===== src/rtl/bus_rr_if.sv =====
// bus_rr_if: host, device and address-map signals of the round-robin system bus.
// The slave modport is the bus fabric's view; the master modport is the attached hosts/devices.
interface bus_rr_if #(
   parameter int NrHosts      = 2,
   parameter int NrDevices    = 6,
   parameter int DataWidth    = 32,
   parameter int AddressWidth = 32
);
   localparam int BeW = DataWidth / 8;
   logic [NrHosts-1:0]                   host_req_i, host_gnt_o, host_we_i;
   logic [NrHosts-1:0][AddressWidth-1:0] host_addr_i;
   logic [NrHosts-1:0][BeW-1:0]          host_be_i;
   logic [NrHosts-1:0][DataWidth-1:0]    host_wdata_i, host_rdata_o;
   logic [NrHosts-1:0]                   host_rvalid_o, host_err_o;
   logic [NrDevices-1:0]                 device_req_o, device_we_o;
   logic [NrDevices-1:0][AddressWidth-1:0] device_addr_o;
   logic [NrDevices-1:0][BeW-1:0]        device_be_o;
   logic [NrDevices-1:0][DataWidth-1:0]  device_wdata_o, device_rdata_i;
   logic [NrDevices-1:0]                 device_rvalid_i, device_err_i;
   logic [NrDevices-1:0][AddressWidth-1:0] cfg_device_addr_base_i, cfg_device_addr_mask_i;
   modport slave (
      input  host_req_i, host_addr_i, host_we_i, host_be_i, host_wdata_i,
      input  device_rvalid_i, device_rdata_i, device_err_i,
      input  cfg_device_addr_base_i, cfg_device_addr_mask_i,
      output host_gnt_o, host_rvalid_o, host_rdata_o, host_err_o,
      output device_req_o, device_addr_o, device_we_o, device_be_o, device_wdata_o
   );
   modport master (
      output host_req_i, host_addr_i, host_we_i, host_be_i, host_wdata_i,
      output device_rvalid_i, device_rdata_i, device_err_i,
      output cfg_device_addr_base_i, cfg_device_addr_mask_i,
      input  host_gnt_o, host_rvalid_o, host_rdata_o, host_err_o,
      input  device_req_o, device_addr_o, device_we_o, device_be_o, device_wdata_o
   );
endinterface


===== src/rtl/bus_rr.sv =====
// bus_rr: round-robin multi-host system bus with address decode and in-order response tracking.
module bus_rr #(
   parameter int NrHosts        = 2,
   parameter int NrDevices      = 6,
   parameter int DataWidth      = 32,
   parameter int AddressWidth   = 32,
   parameter int MaxOutstanding = 2
) (
   input logic clk_sys_i,
   input logic rst_sys_ni,
   bus_rr_if.slave bus
);
   localparam int HostW = NrHosts > 1 ? $clog2(NrHosts) : 1;
   localparam int DevW  = NrDevices > 1 ? $clog2(NrDevices) : 1;
   localparam int PtrW  = MaxOutstanding > 1 ? $clog2(MaxOutstanding) : 1;
   localparam int CntW  = $clog2(MaxOutstanding + 1);
   logic [HostW-1:0] rr_ptr, gnt_idx, cand, head_host;
   logic [DevW-1:0] dev_idx, head_dev;
   logic [PtrW-1:0] wr_ptr, rd_ptr;
   logic [CntW-1:0] count;
   logic gnt_any, gnt_ok, dev_hit, full, pop, head_miss;
   logic [NrDevices-1:0] head_mask;
   logic [HostW-1:0] fifo_host [MaxOutstanding];
   logic [DevW-1:0] fifo_dev [MaxOutstanding];
   logic [MaxOutstanding-1:0] fifo_miss;
   assign full      = count == CntW'(MaxOutstanding);
   assign gnt_ok    = gnt_any && !full && rst_sys_ni;
   assign head_host = fifo_host[rd_ptr];
   assign head_dev  = fifo_dev[rd_ptr];
   assign head_miss = fifo_miss[rd_ptr];
   assign pop       = count != '0 && (head_miss || bus.device_rvalid_i[head_dev]);
   assign head_mask = (count != '0 && !head_miss) ? NrDevices'(1) << head_dev : '0;
   // Scan offsets downwards so the closest requester after rr_ptr is the last one written.
   always_comb begin
      gnt_any = 1'b0;
      gnt_idx = '0;
      cand    = '0;
      for (int i = NrHosts - 1; i >= 0; i--) begin
         cand = HostW'((int'(rr_ptr) + i) % NrHosts);
         if (bus.host_req_i[cand]) begin
            gnt_any = 1'b1;
            gnt_idx = cand;
         end
      end
   end
   always_comb begin
      dev_hit = 1'b0;
      dev_idx = '0;
      for (int d = NrDevices - 1; d >= 0; d--)
         if ((bus.host_addr_i[gnt_idx] & bus.cfg_device_addr_mask_i[d]) == bus.cfg_device_addr_base_i[d]) begin
            dev_hit = 1'b1;
            dev_idx = DevW'(d);
         end
   end
   always_comb begin
      for (int h = 0; h < NrHosts; h++) begin
         bus.host_gnt_o[h]    = gnt_ok && gnt_idx == HostW'(h);
         bus.host_rvalid_o[h] = pop && head_host == HostW'(h);
         bus.host_err_o[h]    = pop && head_host == HostW'(h) && (head_miss || bus.device_err_i[head_dev]);
         bus.host_rdata_o[h]  = (pop && head_host == HostW'(h) && !head_miss) ? bus.device_rdata_i[head_dev] : '0;
      end
      for (int d = 0; d < NrDevices; d++) begin
         bus.device_req_o[d]   = gnt_ok && dev_hit && dev_idx == DevW'(d);
         bus.device_addr_o[d]  = gnt_ok ? bus.host_addr_i[gnt_idx] : '0;
         bus.device_we_o[d]    = gnt_ok && bus.host_we_i[gnt_idx];
         bus.device_be_o[d]    = gnt_ok ? bus.host_be_i[gnt_idx] : '0;
         bus.device_wdata_o[d] = gnt_ok ? bus.host_wdata_i[gnt_idx] : '0;
      end
   end
   always_ff @(posedge clk_sys_i or negedge rst_sys_ni)
      if (!rst_sys_ni) begin
         rr_ptr <= '0;
         wr_ptr <= '0;
         rd_ptr <= '0;
         count  <= '0;
      end else begin
         if (gnt_ok) begin
            rr_ptr <= gnt_idx == HostW'(NrHosts - 1) ? '0 : gnt_idx + HostW'(1);
            wr_ptr <= wr_ptr == PtrW'(MaxOutstanding - 1) ? '0 : wr_ptr + PtrW'(1);
         end
         if (pop) rd_ptr <= rd_ptr == PtrW'(MaxOutstanding - 1) ? '0 : rd_ptr + PtrW'(1);
         count <= count + CntW'(gnt_ok) - CntW'(pop);
      end
   always_ff @(posedge clk_sys_i)
      if (gnt_ok) begin
         fifo_host[wr_ptr] <= gnt_idx;
         fifo_dev[wr_ptr]  <= dev_idx;
         fifo_miss[wr_ptr] <= !dev_hit;
      end
   stray_rvalid_a: assert property (@(posedge clk_sys_i) disable iff (!rst_sys_ni)
      (bus.device_rvalid_i & ~head_mask) == '0)
      else $warning("bus_rr: ignored device_rvalid_i %b, expected mask %b", bus.device_rvalid_i, head_mask);
endmodule


===== src/flat_wrapper.sv =====
// flat-port wrapper written by rule: the top's interface ports become plain ports
module bus_rr_flat 
#(
   parameter int NrHosts        = 2,
   parameter int NrDevices      = 6,
   parameter int DataWidth      = 32,
   parameter int AddressWidth   = 32,
   parameter int MaxOutstanding = 2
)
  (clk_sys_i, rst_sys_ni, bus_host_req_i, bus_host_addr_i, bus_host_we_i, bus_host_be_i, bus_host_wdata_i, bus_device_rvalid_i, bus_device_rdata_i, bus_device_err_i, bus_cfg_device_addr_base_i, bus_cfg_device_addr_mask_i, bus_host_gnt_o, bus_host_rvalid_o, bus_host_rdata_o, bus_host_err_o, bus_device_req_o, bus_device_addr_o, bus_device_we_o, bus_device_be_o, bus_device_wdata_o);
  bus_rr_if #(.NrHosts(NrHosts), .NrDevices(NrDevices), .DataWidth(DataWidth), .AddressWidth(AddressWidth)) bus_i ();
  input logic clk_sys_i;
  input logic rst_sys_ni;
  input wire logic [$bits(bus_i.host_req_i)-1:0] bus_host_req_i;
  input wire logic [$bits(bus_i.host_addr_i)-1:0] bus_host_addr_i;
  input wire logic [$bits(bus_i.host_we_i)-1:0] bus_host_we_i;
  input wire logic [$bits(bus_i.host_be_i)-1:0] bus_host_be_i;
  input wire logic [$bits(bus_i.host_wdata_i)-1:0] bus_host_wdata_i;
  input wire logic [$bits(bus_i.device_rvalid_i)-1:0] bus_device_rvalid_i;
  input wire logic [$bits(bus_i.device_rdata_i)-1:0] bus_device_rdata_i;
  input wire logic [$bits(bus_i.device_err_i)-1:0] bus_device_err_i;
  input wire logic [$bits(bus_i.cfg_device_addr_base_i)-1:0] bus_cfg_device_addr_base_i;
  input wire logic [$bits(bus_i.cfg_device_addr_mask_i)-1:0] bus_cfg_device_addr_mask_i;
  output wire logic [$bits(bus_i.host_gnt_o)-1:0] bus_host_gnt_o;
  output wire logic [$bits(bus_i.host_rvalid_o)-1:0] bus_host_rvalid_o;
  output wire logic [$bits(bus_i.host_rdata_o)-1:0] bus_host_rdata_o;
  output wire logic [$bits(bus_i.host_err_o)-1:0] bus_host_err_o;
  output wire logic [$bits(bus_i.device_req_o)-1:0] bus_device_req_o;
  output wire logic [$bits(bus_i.device_addr_o)-1:0] bus_device_addr_o;
  output wire logic [$bits(bus_i.device_we_o)-1:0] bus_device_we_o;
  output wire logic [$bits(bus_i.device_be_o)-1:0] bus_device_be_o;
  output wire logic [$bits(bus_i.device_wdata_o)-1:0] bus_device_wdata_o;
  assign bus_i.host_req_i = bus_host_req_i;
  assign bus_i.host_addr_i = bus_host_addr_i;
  assign bus_i.host_we_i = bus_host_we_i;
  assign bus_i.host_be_i = bus_host_be_i;
  assign bus_i.host_wdata_i = bus_host_wdata_i;
  assign bus_i.device_rvalid_i = bus_device_rvalid_i;
  assign bus_i.device_rdata_i = bus_device_rdata_i;
  assign bus_i.device_err_i = bus_device_err_i;
  assign bus_i.cfg_device_addr_base_i = bus_cfg_device_addr_base_i;
  assign bus_i.cfg_device_addr_mask_i = bus_cfg_device_addr_mask_i;
  assign bus_host_gnt_o = bus_i.host_gnt_o;
  assign bus_host_rvalid_o = bus_i.host_rvalid_o;
  assign bus_host_rdata_o = bus_i.host_rdata_o;
  assign bus_host_err_o = bus_i.host_err_o;
  assign bus_device_req_o = bus_i.device_req_o;
  assign bus_device_addr_o = bus_i.device_addr_o;
  assign bus_device_we_o = bus_i.device_we_o;
  assign bus_device_be_o = bus_i.device_be_o;
  assign bus_device_wdata_o = bus_i.device_wdata_o;
  bus_rr #(.NrHosts(NrHosts), .NrDevices(NrDevices), .DataWidth(DataWidth), .AddressWidth(AddressWidth), .MaxOutstanding(MaxOutstanding)) u_core (.clk_sys_i(clk_sys_i), .rst_sys_ni(rst_sys_ni), .bus(bus_i));
endmodule

===== config.mk =====
export PLATFORM = sky130hd
export DESIGN_NAME = bus_rr_flat
export DESIGN_NICKNAME = d
export VERILOG_FILES = /design/src/rtl/bus_rr_if.sv /design/src/rtl/bus_rr.sv /design/src/flat_wrapper.sv
export SDC_FILE = /design/constraint.sdc
export NUM_CORES = 1
export LEC_CHECK = 0
export ABC_AREA = 1
export BUFFER_PORTS_ARGS = -buffer_cell sky130_fd_sc_hd__buf_2
export CAP_MARGIN = 20
export CORE_AREA = 2 2 479 481
export CTS_CLUSTER_SIZE = 25
export DETAILED_ROUTE_END_ITERATION = 10
export DIE_AREA = 0 0 481 483
export PLACE_DENSITY = 0.3
export SYNTH_ARGS = -nofsm -noshare
export SYNTH_HDL_FRONTEND = slang
export SYNTH_SLANG_ARGS = --single-unit

===== constraint.sdc =====
create_clock -name clk_sys_i -period 2.6 [get_ports clk_sys_i]
set_input_delay 0.26 -clock clk_sys_i [delete_from_list [all_inputs] [get_ports clk_sys_i]]
set_output_delay 0.26 -clock clk_sys_i [all_outputs]
set_load 0.01 [all_outputs]

# Word-level counts from Yosys, hierarchy flattened
# Memories as Yosys holds them, arrays and structs flattened.
# Index checks and enable logic that the tools add are counted.
[word_totals] mem_bits_rw=8 memories=2 reg_bits=7 inputBits=730 word_cells=116
[classes] n_bitwise=8 mux=49 add_sub_neg=6 eq_ne=12 magnitude_cmp=7 reduce_logical=27
[mem_list] name="u_core.fifo_dev" depth=2 width=3 rd=1 rd_ports_with_merged_regs=0 wr=1 line_no="bus_rr.sv:24" source="logic [DevW-1:0] fifo_dev [MaxOutstanding];"
[mem_list] name="u_core.fifo_host" depth=2 width=1 rd=1 rd_ports_with_merged_regs=0 wr=1 line_no="bus_rr.sv:23" source="logic [HostW-1:0] fifo_host [MaxOutstanding];"
[op_table] cell="$mux W32" n=9
[op_table] cell="$and A32 B32 Y32" n=6
[op_table] cell="$eq A32 B32 Y1" n=6
[op_table] cell="$bmux W32 S3" n=1
[op_table] cell="$mux W1" n=26
[op_table] cell="$logic_and A1 B1 Y1" n=20
[op_table] cell="$mux W3" n=6
[op_table] cell="$mux W4" n=3
[op_table] cell="$lt A1 B2 Y1 const B" n=5
[op_table] cell="$bmux W1 S3" n=2
[op_table] cell="$eq A3 B2 Y1 const B" n=2
[op_table] cell="$eq A3 B3 Y1 const B" n=2
[op_table] cell="$add A1 B1 Y1 const B" n=4
[op_table] cell="$lt A3 B4 Y1 const B" n=1
[op_table] cell="$eq A3 B1 Y1 const B" n=1
[op_table] cell="$logic_not A1 Y1" n=3
[op_table] cell="$logic_not A3 Y1" n=1
[op_table] cell="$add A2 B1 Y2" n=1
[op_table] cell="$bwmux W2" n=1
[op_table] cell="$eq A2 B2 Y1 const B" n=1
[op_table] cell="$logic_or A1 B1 Y1" n=2
[op_table] cell="$not A1 Y1" n=2
[op_table] cell="$reduce_bool A2 Y1" n=1
[op_table] cell="$sub A2 B1 Y2" n=1
[op_table] cell="2 further kinds" n=2

# Logic depth before layout (Yosys ltp)
# Gate-level depths: netlist (run 1).
[depth] word_depth=17 depth_mapped=21 ltp_nobuf=21

# Worst setup path after synthesis (run 1)
# OpenSTA, ideal clock, no wires.
[synth_path] kind="reg-to-output" from="register u_core.rd_ptr" to="output bus_host_rdata_o[33]" arrival_ps=1994 path_stages_with_launch=12 path_buffers=1 path_slack_ps=346 path_cell_list="dfrtp_1 -> or2_2 -> nand2_4 -> inv_2 -> nor2_4 -> o21ai_1 -> o211ai_1 -> o21ai_2 -> nor2_4 -> nand2_2 -> buf_6 -> nor2_1"
[synth_via] elab_chain_cells=8 elab_cells_between_ends=14
[synth_lines] item="from (decl)" line_no="bus_rr.sv:19" source="logic [PtrW-1:0] wr_ptr, rd_ptr;"
[synth_lines] item="from (signal assigned)" line_no="bus_rr.sv:81" source="if (pop) rd_ptr <= rd_ptr == PtrW'(MaxOutstanding - 1) ? '0 : rd_ptr + PtrW'(1);"
[synth_lines] item="$mem_v2 Z2 W3"
[synth_lines] item="$bmux W1 S3" line_no="bus_rr.sv:31" source="assign pop = count != '0 && (head_miss || bus.device_rvalid_i[head_dev]);"
[synth_lines] item="$mux W1 (not written as such)" line_no="bus_rr.sv:31"
[synth_lines] item="$logic_or A1 B1 Y1" line_no="bus_rr.sv:31"
[synth_lines] item="$logic_and A1 B1 Y1" line_no="bus_rr.sv:31"
[synth_lines] item="$logic_and A1 B1 Y1 (*)"
[synth_lines] item="via bus_host_rvalid_o[1]" line_no="flat_wrapper.sv:25" source="output wire logic [$bits(bus_i.host_rvalid_o)-1:0] bus_host_rvalid_o;"
[synth_lines] item="$logic_and A1 B1 Y1 (*)" line_no="bus_rr.sv:60" source="bus.host_rdata_o[h] = (pop && head_host == HostW'(h) && !head_miss) ? bus.device_rdata_i[head_dev] : '0;"
[synth_lines] item="$mux W32 (*)" line_no="bus_rr.sv:60"
[synth_lines] item="to (decl)" line_no="flat_wrapper.sv:26" source="output wire logic [$bits(bus_i.host_rdata_o)-1:0] bus_host_rdata_o;"
# Mark *: on every way through the listed nets, which the timed path passes. The rest lies on a longest branch. The select of a mux whose other input is x is not followed.

# Worst setup path after layout (run 1)
[layout_path] from="register u_core.rr_ptr" to="output bus_device_req_o[3]"
[layout_via] elab_chain_cells=17 elab_cells_between_ends=40
[layout_lines] item="from (decl)" line_no="bus_rr.sv:17" source="logic [HostW-1:0] rr_ptr, gnt_idx, cand, head_host;"
[layout_lines] item="from (signal assigned)" line_no="bus_rr.sv:78" source="rr_ptr <= gnt_idx == HostW'(NrHosts - 1) ? '0 : gnt_idx + HostW'(1);"
[layout_lines] item="$add A1 B1 Y1" line_no="bus_rr.sv:39" source="cand = HostW'((int'(rr_ptr) + i) % NrHosts);"
[layout_lines] item="$mux W1 (not written as such) (2 in series)" line_no="bus_rr.sv:40" source="if (bus.host_req_i[cand]) begin"
[layout_lines] item="$mux W1 (2 in series)" line_no="bus_rr.sv:40"
[layout_lines] item="$mux W32 (not written as such) (2 in series)" line_no="bus_rr.sv:50" source="if ((bus.host_addr_i[gnt_idx] & bus.cfg_device_addr_mask_i[d]) == bus.cfg_device_addr_base_i[d]) begin"
[layout_lines] item="$and A32 B32 Y32" line_no="bus_rr.sv:50"
[layout_lines] item="$eq A32 B32 Y1" line_no="bus_rr.sv:50"
[layout_lines] item="$mux W3 or $mux W1 (tied branches) (6 in series)" line_no="bus_rr.sv:50"
[layout_lines] item="$eq A3 B2 Y1 or $logic_and A1 B1 Y1 (tied branches)" line_no="bus_rr.sv:63" source="bus.device_req_o[d] = gnt_ok && dev_hit && dev_idx == DevW'(d);"
[layout_lines] item="$logic_and A1 B1 Y1 (*)" line_no="bus_rr.sv:63"
[layout_lines] item="to (decl)" line_no="flat_wrapper.sv:28" source="output wire logic [$bits(bus_i.device_req_o)-1:0] bus_device_req_o;"
# Every way passes the cells marked *; elsewhere a longest branch is shown, timed or not. The select of a mux whose other input is x is not followed.

==> flow_metrics.py, run 1 <==
metrics = {
    "run_status": {
        "status": "finished, violations left",
        "violations": "setup timing",
    },
    "cts": {
        "root_buffer": "clkbuf_16",
        "clkSinkCount": 15,
        "clock_latency_ps": 250,
        "cts_buffers": 3,
        "cts_tree": "yes",
        "clk_pin_slew_ps": 50,
        "clockBufferDepth": 2,
        "htree_levels": 1,
    },
    "route": {
        "drc": 0,
        "first_iter_violations": 701,
        "dr.pass1.iters": 5,
        "wl_um": 132200,
        "wl_per_cell_um": 21.45,
        "vias": 17590,
        "ant_nets": 0,
        "drt-vias-per-instance": 2.852,
    },
    "floorplanning": {
        "die_area_mm2": 0.2323,
        "start_util_pct": 4.808,
        "core_area_mm2": 0.2268,
        "fp.dieH_um": 483,
        "ios": 1220,
        "row_count": 175,
        "die_w_um": 481,
    },
    "sta": {
        "drv_slew": 0,
        "whs_ps": 478.2,
        "rsz0062_at_grt": "yes",
        "fin_skew_ps": 0.8619,
        "setup_violations": 122,
        "hold_viol": 0,
        "setup_ws_ps": -809.5,
        "fin_crit_sh_pct": 131.1,
        "max_clock_freq_ghz": 0.2933,
        "final.setup.tns_ps": -32160,
        "period_needed_ps": 3409,
        "worst_pin_slew_ps": 768.0,
        "relSlewSlack_pct": 48.80,
    },
    "power": {
        "comb_power_share_pct": 95.8,
        "clkPwrFrac_pct": 1.9,
        "swShare_pct": 55.46,
        "p_leak_uw": 0.01277,
        "p_per_area_mw_per_mm2": 622.0,
        "power.switching_uw": 8865,
        "ir_drop_uv": 250.6,
        "seqPwrFrac_pct": 2.4,
        "internal_power_uw": 7119,
        "power.total_uw": 15980,
    },
    "critical_path": {
        "cp_slowest_cell": "dfrtp_1",
        "end_kind": "primary output",
        "path_cells": "inv_2 > nand2_8 > buf_12 > nand3b_2 > nand2_2 > o21ai_1 > nand2_2 > nor2_2 > nand3_4 > inv_2 > nand2_2 > nor2_4 > nand2_4 > buf_6 > nand2_8 > nand2_8 > buf_6 > nor2_4 > buf_6",
        "path_max_fanout": 5,
        "cp-start-kind": "flip-flop",
        "path_class": "flip-flop to primary output",
        "required_ps": 2340,
        "arrival_ps": 3150,
        "cp_slowest_stage_delay_ps": 370,
    },
    "global_route": {
        "track_usage_pct": 10.67,
        "grt_pass1_vias": 17460,
        "grt_pass1_wl_um": 164700,
        "antenna_found_initial": 81,
        "grt_overflow": 0,
        "grt_max_degree": 35,
    },
    "logic_synthesis": {
        "synth_warnings": 0,
        "synth_seq_cells": 15,
        "synthesis.area_mm2": 0.01091,
        "synth-edff-count": 10,
        "synth_nets": 2688,
        "yosysSeqAreaShare_pct": 3.900,
        "avgSynthCellArea_um2": 5.576,
        "synth-main-ff-cell": "edfxtp_1",
        "synth_cell_types": 37,
        "synthArstFlopShare_pct": 33.33,
        "syn_inst": 1956,
    },
    "min_path": {
        "hp-class": "input port to asynchronous set/reset pin",
    },
    "place": {
        "port_buffers": 1219,
        "dp_slack_ps": -2264,
        "gp_congestion": 0.8974,
        "hpwl_um": 117800,
    },
    "cells_and_area": {
        "areaGrowthSynthToFinish_pct": 135.6,
        "nNetsFinal": 3869,
        "fillers": 26650,
        "drive_gt1_share_pct": 62.98,
    },
    "run": {
        "max-cap-violations": 0,
    },
}
-- per-stage QoR --
step           cells  cell area [µm²]  util (%)
2_1_floorplan   1956            10910         -
3_3_place_gp    6074            21030     9.271
3_5_place_dp    6075            21040     9.276
4_1_cts         6141            24210     10.67
5_1_grt         6155            25670     11.32
6_report        6166            25700     11.33
-- final timing paths --
kind | endpoint | from | cells after the start | slack, ps
hold / removal | u_core.count[1] | rst_sys_ni | 2 | 480
hold reg to reg | u_core.wr_ptr | u_core.wr_ptr | 1 | 490
min in group clk_sys_i | u_core.wr_ptr | u_core.wr_ptr | 1 | 490
setup reg to reg | u_core.fifo_dev[0][0] | u_core.rr_ptr | 20 | -360
setup / recovery | bus_device_req_o[3] | u_core.rr_ptr | 19 | -810
max in group asynchronous | u_core.rd_ptr | rst_sys_ni | 2 | 1870
-- placed cells by master, fill, tap and decap left out, types with 37 or more instances in the layout --
cell and instances:
nand4_1 70, nand3_1 136, inv_1 176, o21ai_0 106, xor2_1 57, nand2_2 52, buf_12 86, buf_6 234
buf_4 208, buf_2 1034, nand2_1 261, nand2_4 37, nor2_4 108, nor2_1 216
-- metal layers --
metal,wire length (µm),vias up,global-route usage [%]
li1,-,8332,-
met4,3994,24,2.535
met3,8256,180,1.801
met1,43330,8094,10.13
met5,160,-,0
met2,76490,958,22.79
-- timing repair --
| item | CTS | global route |
|---|---|---|
| gates cloned | 14 | 2 |
| buffers inserted | 60 | 29 |
| hold buffers | 1 | 0 |
| endpoints found under the hold margin | 5 | 0 |
| gates resized for setup | 522 | 329 |
| setup endpoints to repair | 382 | 386 |
| pin swaps | 82 | 116 |
-- cell type report --
type	instances	area [µm²]	area share (%)
Antenna cell	21	52.55	0.2045
Clock buffer	3	75.07	0.2921
Clock inverter	1	5.005	0.01948
Inverter	205	803.3	3.126
Multi-Input combinational cell	1330	9045	35.20
Sequential cell	15	426.7	1.660
Tap cell	3009	3765	14.65
Timing Repair Buffer	1582	11530	44.85
-- worst max-delay path: cells and delay by family, from the launching register on --
family	cells	cell delay (ps)
compound gates	1	200
buf+inv	6	720
flops	1	370
simple gates	12	1550
-- kinds of logic (layout without fill, tap and decap cells) --
logic type      after synthesis  after routing  synth area share [%]
other cells                   0             21                     0
flops                        15             15                 3.900
simple gates                996            996                 41.14
fa+ha+maj                     2              2                0.2294
compound gates              224            224                 12.11
xor+xnor                    108            108                 8.673
buf+inv                     611           1791                 33.95
-- sequential cells by signal, summed over array words and instances, names as in the netlist --
register,flops
u_core.fifo_miss,2
u_core.rd_ptr,1
u_core.count,2
u_core.fifo_dev,6
u_core.fifo_host,2
u_core.wr_ptr,1
u_core.rr_ptr,1
-- power by group through the flow --
| stage | clock, µW | sequential, µW | combinational (µW) |
|---|---|---|---|
| floorplan | 0 | 370 | 5730 |
| global placement | 0 | 376 | 12100 |
| detailed placement | 0 | 376 | 12100 |
| CTS | 311 | 375 | 14900 |
| global route | 316 | 384 | 16600 |
| finish | 302 | 377 | 15300 |
-- cells in the mapped netlist, types with 33 or more instances --
cell        n  area [µm²]
o22ai_1    33       206.5
inv_1     188       705.7
nand2_2    33       206.5
o21ai_0   111       555.5
nor2_1    353        1325
nand4_1    70       437.9
a22o_1     37       324.1
nand3_1   152       760.7
nand2_1   326        1224
xor2_1     68       595.6
clkbuf_1   34       127.6
a21oi_1    33       165.2
buf_4     350        2628
xnor2_1    40       350.3
Power figures use the tool's default switching activity.
==> run 2: changes to the inputs <==
==> constraint.sdc (replaced) <==
create_clock -name clk_sys_i -period 3.35 [get_ports clk_sys_i]
set_input_delay 0.335 -clock clk_sys_i [delete_from_list [all_inputs] [get_ports clk_sys_i]]
set_output_delay 0.335 -clock clk_sys_i [all_outputs]
set_load 0.01 [all_outputs]
==> run 2 against run 1 <==
Effect of this change: critical path type unchanged; the run still ends with setup timing left; highest routed layer unchanged; worst setup slack better by 630 ps; cell count is 1.5% lower; largest power group unchanged; routed wire length shrank 4.2%.
==> flow_metrics.py, run 2 (same netlist as run 1, synthesis figures left out) <==
metrics = {
    "cells_and_area": {
        "drive_gt1_share_pct": 57.74,
        "nNetsFinal": 3769,
        "multi_input_area_mm2": 0.007914,
        "seq_area_um2": 426.7,
        "fillers": 26930,
        "final_common_cell": "buf_2",
        "largest_reg_flops": 6,
        "largest-register": "u_core.fifo_dev",
        "layout_common_cells": "buf_2, nor2_1, nand2_1",
        "utilization_pct": 9.639,
        "fin_area_mm2": 0.02187,
        "areaGrowthSynthToFinish_pct": 100.5,
    },
    "critical_path": {
        "path_class": "flip-flop to primary output",
        "reg2reg_setup_slack_ps": 180,
        "end_kind": "primary output",
        "cp-start-kind": "flip-flop",
        "path_max_fanout": 7,
        "arrival_ps": 3190,
        "required_ps": 3010,
        "timing.rr.start": "u_core.rr_ptr",
        "rr_endpoint": "u_core.fifo_dev[1][2]",
        "r2r_cells": 22,
    },
    "route": {
        "drt-vias-per-instance": 2.797,
        "wl_per_cell_um": 20.86,
        "vias": 16980,
        "wl_um": 126700,
        "drc": 0,
        "dr.pass1.iters": 5,
        "first_iter_violations": 636,
        "ant_nets": 0,
    },
    "sta": {
        "fin_skew_ps": 1.837,
        "drv_slew": 0,
        "rsz0062_at_grt": "yes",
        "max_clock_freq_ghz": 0.2837,
        "period_needed_ps": 3525,
        "setup_violations": 6,
        "worst_pin_slew_ps": 719.9,
        "setup_ws_ps": -174.6,
        "fin_crit_sh_pct": 105.2,
        "relSlewSlack_pct": 51.83,
        "hold_viol": 0,
    },
    "min_path": {
        "hp-class": "flip-flop to flip-flop",
        "min_from": "u_core.wr_ptr",
        "min_to": "u_core.wr_ptr",
        "whs_path_depth": 1,
    },
    "cts": {
        "root_buffer": "clkbuf_16",
        "clockBufferDepth": 2,
        "cts_tree": "yes",
        "clkSinkCount": 15,
        "htree_levels": 1,
        "cts_buffers": 3,
        "clk_pin_slew_ps": 50,
        "clock_latency_ps": 250,
    },
    "place": {
        "port_buffers": 1219,
        "gp_congestion": 0.8737,
        "placed_area_mm2": 0.02011,
        "hpwl_um": 117300,
    },
    "power": {
        "power.switching_uw": 5678,
        "p_per_area_mw_per_mm2": 424.9,
        "comb_power_share_pct": 94.3,
        "swShare_pct": 61.12,
        "seqPwrFrac_pct": 3.2,
        "internal_power_uw": 3612,
        "ir_drop_uv": 191.8,
        "p_leak_uw": 0.01152,
        "power.total_uw": 9290,
        "clkPwrFrac_pct": 2.5,
    },
    "global_route": {
        "track_usage_pct": 10.25,
        "grt_max_degree": 59,
        "grt_overflow": 0,
        "antenna_found_initial": 94,
        "grt_pass1_vias": 16570,
        "grt_pass1_wl_um": 157700,
    },
    "run_status": {
        "status": "finished, violations left",
        "violations": "setup timing",
    },
    "run": {
        "max-cap-violations": 0,
    },
    "floorplanning": {
        "die_area_mm2": 0.2323,
        "core_area_mm2": 0.2268,
        "ios": 1220,
        "row_count": 175,
        "die_w_um": 481,
        "fp.dieH_um": 483,
        "start_util_pct": 4.808,
    },
}
## run 2: changes by cell type in the layout (fill, tap and decap cells not counted), moves of 18 or more
cell	change
nor2_1	+65
nand2_1	+18
nor2_4	-67
a22o_1	+19
buf_2	+168
buf_12	-41
a22o_4	-35
buf_6	-209
## run 2: final cells by class
| type | count | share of cell area [%] |
|---|---|---|
| repair buffers | 1482 | 40.35 |
| inverters | 205 | 3.605 |
| well taps | 3009 | 17.22 |
| multi-input cells | 1330 | 36.19 |
| flip-flops and latches | 15 | 1.951 |
| diodes | 28 | 0.3204 |
| clock buffers | 4 | 0.3605 |
## run 2: repair_timing
item                                    in CTS  in global routing
endpoints found under the setup margin     127                147
setup buffers                               21                 17
gates resized for setup                    230                110
endpoints found under the hold margin        5                  0
hold buffers                                 1                  0
pin swaps                                   65                 48
## run 2: layer usage
layer | wire [µm] | share of wire [%] | global-route usage, % | up-vias
li1 | - | - | - | 8117
met1 | 42520 | 34 | 9.749 | 7688
met2 | 71810 | 57 | 21.36 | 968
met3 | 7763 | 6.1 | 1.909 | 181
met4 | 4432 | 3.5 | 3.289 | 30
met5 | 184 | 0.15 | 0 | -
## run 2: how the worst max path moves through the flow
| stage | from | to | slack [ps] | cells after the start |
|---|---|---|---|---|
| after floorplan | bus_host_req_i[1] | bus_device_wdata_o[121] | 990 | 10 |
| after global placement | bus_host_req_i[0] | bus_device_req_o[0] | -1690 | 20 |
| after detailed placement | bus_host_req_i[0] | bus_device_req_o[0] | -1290 | 23 |
| after CTS | u_core.rr_ptr | bus_device_req_o[1] | -290 | 22 |
| after global routing | u_core.rr_ptr | bus_device_req_o[3] | -330 | 21 |
| final | u_core.rr_ptr | bus_device_req_o[0] | -170 | 22 |
## run 2: worst max-delay path: stages (launching register included)
cell,delay (ps)
dfrtp_1,370
inv_2,100
nand2_8,90
buf_12,170
buf_12,130
nand3b_4,120
nand2_1,100
buf_4,190
o21ai_1,150
nand2_2,140
nor2_2,150
nand3_4,170
inv_2,110
nand2_4,70
nor2_4,110
nand2_4,70
buf_4,140
nand2_4,70
nor2_4,60
inv_2,70
nand2_4,70
nor2_4,120
buf_6,110
## run 2: stage by stage
step	std cells	hold slack [ps]	TNS, ps	setup WS, ps
6_report	6073	492.3	-782.3	-174.6
5_1_grt	6059	526.9	-1990	-334.6
4_1_cts	6030	495.1	-1964	-294.8
3_5_place_dp	6011	181.7	-15300	-1293
3_3_place_gp	6010	180.0	-20770	-1687
2_1_floorplan	1956	39.41	0	988.0
## run 2: power by group through the flow
stage	combinational (µW)	clock, µW	sequential (µW)
floorplan	4440	0	287
global placement	8600	0	297
detailed placement	8570	0	297
CTS	8960	237	300
global route	9660	242	307
finish	8760	232	300
==> run 3: changes to the inputs <==
--- a/config.mk
+++ b/config.mk
@@ -13,6 +13,7 @@
 export DETAILED_ROUTE_END_ITERATION = 10
 export DIE_AREA = 0 0 481 483
 export PLACE_DENSITY = 0.3
+export RECOVER_POWER = 100
 export SYNTH_ARGS = -nofsm -noshare
 export SYNTH_HDL_FRONTEND = slang
 export SYNTH_SLANG_ARGS = --single-unit
==> run 3 against run 2 <==
Effect of this change: the flow still finishes with violations (setup timing); largest power group unchanged; final area barely moved; fmax barely moved; via count barely moved; sequential cell count did not move; sequential power barely moved; largest cell class unchanged; power rose by 0.10%; core utilization barely moved; count of clock-buffer cells in the layout did not move; global-route usage did not move; routed wire length barely moved; register-to-register slack barely moved; hold slack improved by 0.72 ps.
==> flow_metrics.py, run 3 (same netlist as run 1, synthesis figures left out) <==
metrics = {
    "place": {
        "hpwl_um": 117300,
        "port_buffers": 1219,
        "gp_congestion": 0.8737,
    },
    "floorplanning": {
        "fp.dieH_um": 483,
        "row_count": 175,
        "die_area_mm2": 0.2323,
        "start_util_pct": 4.808,
        "core_area_mm2": 0.2268,
        "die_w_um": 481,
        "ios": 1220,
    },
    "cells_and_area": {
        "final_common_cell": "buf_2",
        "nNetsFinal": 3769,
        "layout_common_cells": "buf_2, nor2_1, nand2_1",
        "utilization_pct": 9.639,
        "areaGrowthSynthToFinish_pct": 100.5,
        "largest_reg_flops": 6,
        "largest-register": "u_core.fifo_dev",
        "fillers": 26930,
        "drive_gt1_share_pct": 57.71,
    },
    "cts": {
        "htree_levels": 1,
        "clkSinkCount": 15,
        "clockBufferDepth": 2,
        "clk_pin_slew_ps": 50,
        "root_buffer": "clkbuf_16",
        "cts_tree": "yes",
        "cts_buffers": 3,
        "clock_latency_ps": 250,
    },
    "run_status": {
        "status": "finished, violations left",
        "violations": "setup timing",
    },
    "power": {
        "p_per_area_mw_per_mm2": 425.3,
        "power.total_uw": 9300,
        "ir_drop_uv": 189.8,
        "p_leak_uw": 0.01151,
    },
    "critical_path": {
        "rr_endpoint": "u_core.fifo_dev[1][2]",
        "reg2reg_setup_slack_ps": 190,
        "timing.rr.start": "u_core.rr_ptr",
        "r2r_cells": 22,
        "path_class": "flip-flop to primary output",
        "end_kind": "primary output",
        "required_ps": 3010,
        "path_max_fanout": 7,
        "arrival_ps": 3190,
        "cp-start-kind": "flip-flop",
    },
    "sta": {
        "worst_pin_slew_ps": 710.0,
        "drv_slew": 0,
        "setup_violations": 6,
        "period_needed_ps": 3526,
        "relSlewSlack_pct": 52.49,
        "fin_crit_sh_pct": 105.2,
        "hold_viol": 0,
        "final.setup.tns_ps": -782.0,
        "setup_ws_ps": -175.5,
        "rsz0062_at_grt": "yes",
        "fin_skew_ps": 1.183,
        "max_clock_freq_ghz": 0.2836,
    },
    "route": {
        "wl_per_cell_um": 20.86,
        "vias": 16970,
        "ant_nets": 0,
        "first_iter_violations": 629,
        "drt-vias-per-instance": 2.795,
        "dr.pass1.iters": 5,
        "wl_um": 126700,
        "drc": 0,
    },
    "min_path": {
        "whs_path_depth": 1,
        "min_to": "u_core.wr_ptr",
        "min_from": "u_core.wr_ptr",
        "hp-class": "flip-flop to flip-flop",
    },
    "global_route": {
        "grt_pass1_vias": 16570,
        "track_usage_pct": 10.25,
        "grt_max_degree": 59,
        "grt_overflow": 0,
        "antenna_found_initial": 94,
        "grt_pass1_wl_um": 157700,
    },
    "run": {
        "max-cap-violations": 0,
    },
}
-- run 3: cell count changes in the layout (fill, tap and decap cells not counted), sizes merged --
| cell | previous run | this run |
|---|---|---|
| clkbuf | 6 | 7 |
| buf | 1479 | 1478 |
-- run 3: what timing repair did --
| item | 4_1_cts | 5_1_grt |
|---|---|---|
| buffers inserted | 21 | 17 |
| hold buffers | 1 | 0 |
| resized for setup | 230 | 110 |
| hold endpoints to repair | 5 | 0 |
| endpoints found under the setup margin | 127 | 147 |
| pin swaps | 65 | 48 |
-- run 3: area by class of cell --
cell class                 instances  area [µm²]  share of cell area [%]
timing repair buffer            1482        8822                   40.35
multi-input combinational       1330        7914                   36.19
tap                             3009        3765                   17.22
inverter                         205       788.3                   3.605
sequential                        15       426.7                   1.951
clock buffer                       4       78.83                  0.3605
antenna                           28       70.07                  0.3205
-- run 3: critical path, stage by stage, from the launching register on --
cell	delay (ps)
dfrtp_1	370
inv_2	100
nand2_8	90
buf_12	170
buf_12	130
nand3b_4	120
nand2_1	100
buf_4	190
o21ai_1	150
nand2_2	140
nor2_2	150
nand3_4	170
inv_2	110
nand2_4	70
nor2_4	110
nand2_4	70
buf_4	140
nand2_4	70
nor2_4	60
inv_2	70
nand2_4	70
nor2_4	120
buf_6	110
-- run 3: how the worst max path moves through the flow --
stage	start	to	slack (ps)	cells after the start
after floorplan	bus_host_req_i[1]	bus_device_wdata_o[121]	990	10
after global placement	bus_host_req_i[0]	bus_device_req_o[0]	-1690	20
after CTS	u_core.rr_ptr	bus_device_req_o[1]	-290	22
after detailed placement	bus_host_req_i[0]	bus_device_req_o[0]	-1290	23
final	u_core.rr_ptr	bus_device_req_o[0]	-180	22
after global routing	u_core.rr_ptr	bus_device_req_o[3]	-330	21
-- run 3: power breakdown --
part | total, µW | internal [µW] | switching, µW
combinational | 8770 | 3190 | 5570
sequential | 300 | 258 | 41.3
clock | 233 | 161 | 71.6
total | 9300 | 3610 | 5690
-- run 3: per-layer routing --
metal,global-route usage [%],part of all wire (%)
met5,0,0.15
met4,3.289,3.5
met3,1.909,6.1
met2,21.36,57
met1,9.749,34
-- run 3: per-stage QoR --
stage	setup WS [ps]	instance area (µm²)	std cells	hold slack, ps
final	-175.5	21860	6073	493.0
after global routing	-334.6	21830	6060	526.9
after CTS	-294.8	21210	6030	495.1
after detailed placement	-1293	20110	6011	181.7
after global placement	-1687	20100	6010	180.0
after floorplan	988.0	10910	1956	39.41
